**src/rtl/swivm_bytemem_ctl.sv**
```systemverilog
// Byte-serialising memory controller: SwiVM CPU port to an 8-bit synchronous RAM.
// Multi-byte requests become little-endian byte accesses; reads are reassembled and extended.
module swivm_bytemem_ctl (
   input  logic        i_clk,
   input  logic        i_rst_n,
   input  logic        i_req,
   input  logic [15:0] i_addr,
   input  logic [31:0] i_wrdata,
   input  logic [1:0]  i_size,
   input  logic        i_we_n,
   input  logic        i_signed,
   output logic [31:0] o_rddata,
   output logic        o_ack,
   output logic        o_busy,
   output logic [15:0] o_ram_addr,
   output logic [7:0]  o_ram_wdata,
   output logic        o_ram_we,
   input  logic [7:0]  i_ram_rdata
);

   typedef enum logic [1:0] {S_IDLE, S_ISSUE, S_DRAIN, S_DONE} state_t;

   state_t      state_q, state_nx;
   logic [1:0]  k_q, k_nx;          // byte currently presented to the RAM
   logic [1:0]  last_q, last_nx;    // index of the final byte (N-1)
   logic [1:0]  prev_k;
   logic [15:0] addr_q, addr_nx;
   logic [31:0] wdata_q, wdata_nx;
   logic        rd_q, rd_nx;
   logic        sgn_q, sgn_nx;
   logic [31:0] buf_q, buf_nx;
   logic [31:0] asm_w, ext_w;
   logic [31:0] rddata_nx;
   logic [15:0] ram_addr_nx;
   logic [7:0]  ram_wdata_nx;
   logic        ram_we_nx, ack_nx, busy_nx;

   always_ff @(posedge i_clk or negedge i_rst_n) begin
      if (!i_rst_n) state_q <= S_IDLE;
      else          state_q <= state_nx;
   end

   always_comb begin
      state_nx     = state_q;
      k_nx         = k_q;
      last_nx      = last_q;
      addr_nx      = addr_q;
      wdata_nx     = wdata_q;
      rd_nx        = rd_q;
      sgn_nx       = sgn_q;
      buf_nx       = buf_q;
      rddata_nx    = o_rddata;
      ram_addr_nx  = o_ram_addr;
      ram_wdata_nx = o_ram_wdata;
      ram_we_nx    = 1'b0;
      prev_k       = k_q - 2'd1;

      // Final byte arrives during DRAIN; fold it in and extend before registering.
      asm_w = buf_q;
      asm_w[{last_q, 3'b000} +: 8] = i_ram_rdata;
      ext_w = asm_w;
      case (last_q)
         2'd0:    ext_w[31:8]  = sgn_q ? {24{asm_w[7]}}  : 24'd0;
         2'd1:    ext_w[31:16] = sgn_q ? {16{asm_w[15]}} : 16'd0;
         default: ;
      endcase

      case (state_q)
         S_IDLE: begin
            if (i_req) begin
               addr_nx  = i_addr;
               wdata_nx = i_wrdata;
               rd_nx    = i_we_n;
               sgn_nx   = i_signed;
               case (i_size)
                  2'b10:   last_nx = 2'd1;
                  2'b11:   last_nx = 2'd3;
                  default: last_nx = 2'd0;
               endcase
               k_nx         = 2'd0;
               buf_nx       = '0;
               ram_addr_nx  = i_addr;
               ram_wdata_nx = i_wrdata[7:0];
               ram_we_nx    = ~i_we_n;
               state_nx     = S_ISSUE;
            end
         end
         S_ISSUE: begin
            // RAM data lags the address by one cycle, so capture the previous byte.
            if (rd_q && k_q != 2'd0) buf_nx[{prev_k, 3'b000} +: 8] = i_ram_rdata;
            if (k_q == last_q) begin
               state_nx = rd_q ? S_DRAIN : S_DONE;
            end else begin
               k_nx         = k_q + 2'd1;
               ram_addr_nx  = addr_q + {14'd0, k_nx};
               ram_wdata_nx = wdata_q[{k_nx, 3'b000} +: 8];
               ram_we_nx    = ~rd_q;
            end
         end
         S_DRAIN: begin
            rddata_nx = ext_w;
            state_nx  = S_DONE;
         end
         S_DONE:  state_nx = S_IDLE;
         default: state_nx = S_IDLE;
      endcase

      ack_nx  = (state_nx == S_DONE);
      busy_nx = (state_nx != S_IDLE);
   end

   always_ff @(posedge i_clk or negedge i_rst_n) begin
      if (!i_rst_n) begin
         k_q         <= '0;
         last_q      <= '0;
         addr_q      <= '0;
         wdata_q     <= '0;
         rd_q        <= 1'b0;
         sgn_q       <= 1'b0;
         buf_q       <= '0;
         o_rddata    <= '0;
         o_ack       <= 1'b0;
         o_busy      <= 1'b0;
         o_ram_addr  <= '0;
         o_ram_wdata <= '0;
         o_ram_we    <= 1'b0;
      end else begin
         k_q         <= k_nx;
         last_q      <= last_nx;
         addr_q      <= addr_nx;
         wdata_q     <= wdata_nx;
         rd_q        <= rd_nx;
         sgn_q       <= sgn_nx;
         buf_q       <= buf_nx;
         o_rddata    <= rddata_nx;
         o_ack       <= ack_nx;
         o_busy      <= busy_nx;
         o_ram_addr  <= ram_addr_nx;
         o_ram_wdata <= ram_wdata_nx;
         o_ram_we    <= ram_we_nx;
      end
   end

endmodule

```
**config.mk**
```make
export PLATFORM = sky130hd
export DESIGN_NAME = swivm_bytemem_ctl
export DESIGN_NICKNAME = d
export VERILOG_FILES = /design/src/rtl/swivm_bytemem_ctl.sv
export SDC_FILE = /design/constraint.sdc
export NUM_CORES = 1
export LEC_CHECK = 0
export ABC_AREA = 0
export CORE_MARGIN = 4
export CORE_UTILIZATION = 48
export DETAILED_ROUTE_END_ITERATION = 7
export PLACE_DENSITY = 0.76
export SLEW_MARGIN = 20
export SYNTH_ARGS = -nofsm -noshare
export SYNTH_HDL_FRONTEND = slang
export SYNTH_SLANG_ARGS = --single-unit
```
**constraint.sdc**
```tcl
create_clock -name i_clk -period 2.65 [get_ports i_clk]
set_clock_uncertainty 0.1 [all_clocks]
set_input_delay 0.3975 -clock i_clk [delete_from_list [all_inputs] [get_ports i_clk]]
set_output_delay 0.3975 -clock i_clk [all_outputs]
set_load 0.1 [all_outputs]
```
==> results.json <==
{
  "outcome": "finished, final reports clean",
  "drc": 0,
  "dieArea_um2": 16600,
  "die_w_um": 129,
  "viasPerCell": 5.37,
  "core_um2": 14100,
  "layout_common_cells": "nand2_1, dfrtp_1, buf_4, clkdlybuf4s50_1, o21ai_0",
  "ant_nets": 0,
  "htree_levels": 4,
  "grt_max_degree": 77,
  "drive_above_1_share_pct": 16.6,
  "synthFlopType": "dfrtp_1",
  "initial_utilization_pct": 49.7,
  "synth-seq-cells": 147,
  "relSlewSlack_pct": 37.6,
  "ys_seq_area_share_pct": 52.5,
  "cts-root-buf": "clkbuf_16",
  "die_h_um": 129,
  "clk_path_buf_depth": 2,
  "holdCritPathClass": "flip-flop to flip-flop",
  "wire_per_inst_um": 16.5,
  "cts_buffers": 17,
  "finalHoldViolCount": 0,
  "worstMarginPinSlew_ns": 0.930,
  "crit_required_ns": 2.90,
  "grt_use_total_pct": 21.7,
  "syn_inst": 747,
  "vias": 5651,
  "cp_num_buf_inv": 1,
  "synthesis.nets": 823,
  "gp_congestion": 0.840,
  "max-cap-violations": 0,
  "syn_to_final_growth_pct": 26.8,
  "async_flop_share_pct": 100,
  "diodes": 0,
  "antenna_found_initial": 0,
  "crit_path_max_incr_delay_ns": 0.55,
  "design.portCount": 122,
  "seqCellArea_um2": 3680,
  "post_dp_cell_area_um2": 8220,
  "clkSinkCount": 147,
  "cp_slowest_cell": "dfrtp_1",
  "drt_iter0_drc": 414,
  "dp_hpwl_mm": 12.1,
  "critPathMaxFanout": 16,
  "post-route-min-period_ns": 2.49,
  "worstSetupStartpointType": "flip-flop",
  "yosysUniqueCellTypes": 47,
  "setup_violations": 0,
  "drt-total-wl_mm": 17.4,
  "clk_latency_ns": 0.42,
  "drtPass1Iterations": 5,
  "grt_pass1_vias": 5732,
  "yosys_warnings": 0,
  "fillers": 1148,
  "maxClockFrequency_mhz": 401,
  "cp-end-kind": "flip-flop",
  "nNetsFinal": 935,
  "synth_edf_count": 0,
  "final.setup.tns_ns": 0,
  "avgSynthCellArea_um2": 9.39,
  "place.port_buffers": 121,
  "syn_area_um2": 7010,
  "critical_path.cell_chain": "inv_1, ha_1, and2_1, a41oi_4, o211ai_4, o22a_2",
  "cts_setup_buffers": 0,
  "final_core_util_pct": 63.1,
  "finalInstanceArea_um2": 8890,
  "clkTransAtPathRegs_ns": 0.06,
  "arrival_ns": 2.75,
  "fin_crit_sh_pct": 94.1,
  "slew_viol_final": 0,
  "grt_pass1_wl_mm": 28.6,
  "overflow": 0,
  "rsz0062_at_grt": "no",
  "layout_commonest_cell": "nand2_1",
  "cts_tree": "yes",
  "rows": 43,
  "path_delay_family": "compound AO/OA/AOI/OAI gates",
  "rrSetupSlack_ns": 0.16,
  "multiInputGateArea_um2": 3070,
  "crit_type": "flip-flop to flip-flop"
}
## cells in the mapped netlist, drive strengths merged, types with 3 or more instances
cell	n	area, um^2
nor2	49	189
mux2i	11	110
nand3	14	70.1
mux4	8	180
o22ai	6	37.5
ha	12	150
o21ai	60	300
nand2b	12	82.6
o22a	24	221
nor2b	18	113
xnor2	7	61.3
nor3	9	56.3
nor4	3	46.3
xor2	9	78.8
inv	6	22.5
nand2	240	901
buf	33	199
o211ai	4	43.8
and3	3	18.8
a21oi	29	149
clkbuf	17	63.8
dfrtp	147	3680
a221oi	8	70.1
## logic make-up (layout without fill, tap and decap cells)
| group | count (synthesis) | count (layout) | share of synthesized area [%] |
|---|---|---|---|
| AND/OR/NAND/NOR | 357 | 357 | 22.0 |
| adder cells (fa/ha/maj) | 13 | 13 | 2.43 |
| AO/OA/AOI/OAI | 139 | 139 | 12.9 |
| buffers and inverters | 56 | 181 | 4.07 |
| XOR/XNOR | 16 | 16 | 2.00 |
| flip-flops | 147 | 147 | 52.5 |
| multiplexers | 19 | 19 | 4.14 |
## state kept, by name, summed over array words and instances (netlist names)
| name | cells |
|---|---|
| addr_q | 16 |
| o_ram_addr | 16 |
| last_q | 2 |
| state_q | 2 |
| buf_q | 32 |
| o_ram_we | 1 |
| o_ack | 1 |
| o_rddata | 32 |
| wdata_q | 32 |
| sgn_q | 1 |
| rd_q | 1 |
| k_q | 2 |
| o_busy | 1 |
| o_ram_wdata | 8 |
## final timing paths
path                              from            to  depth (start not counted)
max                          last_q[0]  o_rddata[23]                          6
min                        wdata_q[29]   wdata_q[29]                          2
max reg2reg                  last_q[0]  o_rddata[23]                          6
min reg2reg                wdata_q[29]   wdata_q[29]                          2
max in group asynchronous      i_rst_n  o_rddata[21]                          3
min in group asynchronous      i_rst_n   wdata_q[18]                          2
## stage by stage
step	hold slack (ns)	std cells	setup slack, ns
3_5_place_dp	0.359	1019	0.171
2_1_floorplan	0.00191	747	0.0509
4_1_cts	0.374	1052	0.0645
6_report	0.372	1052	0.155
5_1_grt	0.392	1052	0.0193
3_3_place_gp	0.353	1019	0.306
## final cells by class
class | instances | area share (%)
Inverter | 6 | 0.253
Sequential cell | 147 | 41.4
Tap cell | 180 | 2.53
Multi-Input combinational cell | 544 | 34.5
Clock buffer | 22 | 5.34
Clock inverter | 10 | 2.00
Timing Repair Buffer | 143 | 14.0
## routing by layer
layer / part of all wire (%) / up-vias / track usage (%) / routed length (um)
li1: - / 2733 / - / -
met1: 44 / 2704 / 29.0 / 7630
met2: 48 / 192 / 35.0 / 8350
met3: 6.6 / 22 / 5.69 / 1150
met4: 1.5 / 0 / 6.92 / 253
met5: 0 / - / 0 / 0
## what timing repair did
action / CTS / global route
gates resized for setup: 0 / 2
hold buffers: 1 / 0
endpoints found under the hold margin: 71 / 0
endpoints found under the setup margin: 0 / 4
## tightest hold or removal path: stages, from the launching register on
cell and delay, ns:
dfrtp_1 0.33, nand2_1 0.05, nand2_1 0.06
Power of run 1 is not shown: default switching activity piles up to over one toggle a cycle in this logic, so the estimate is an artifact.
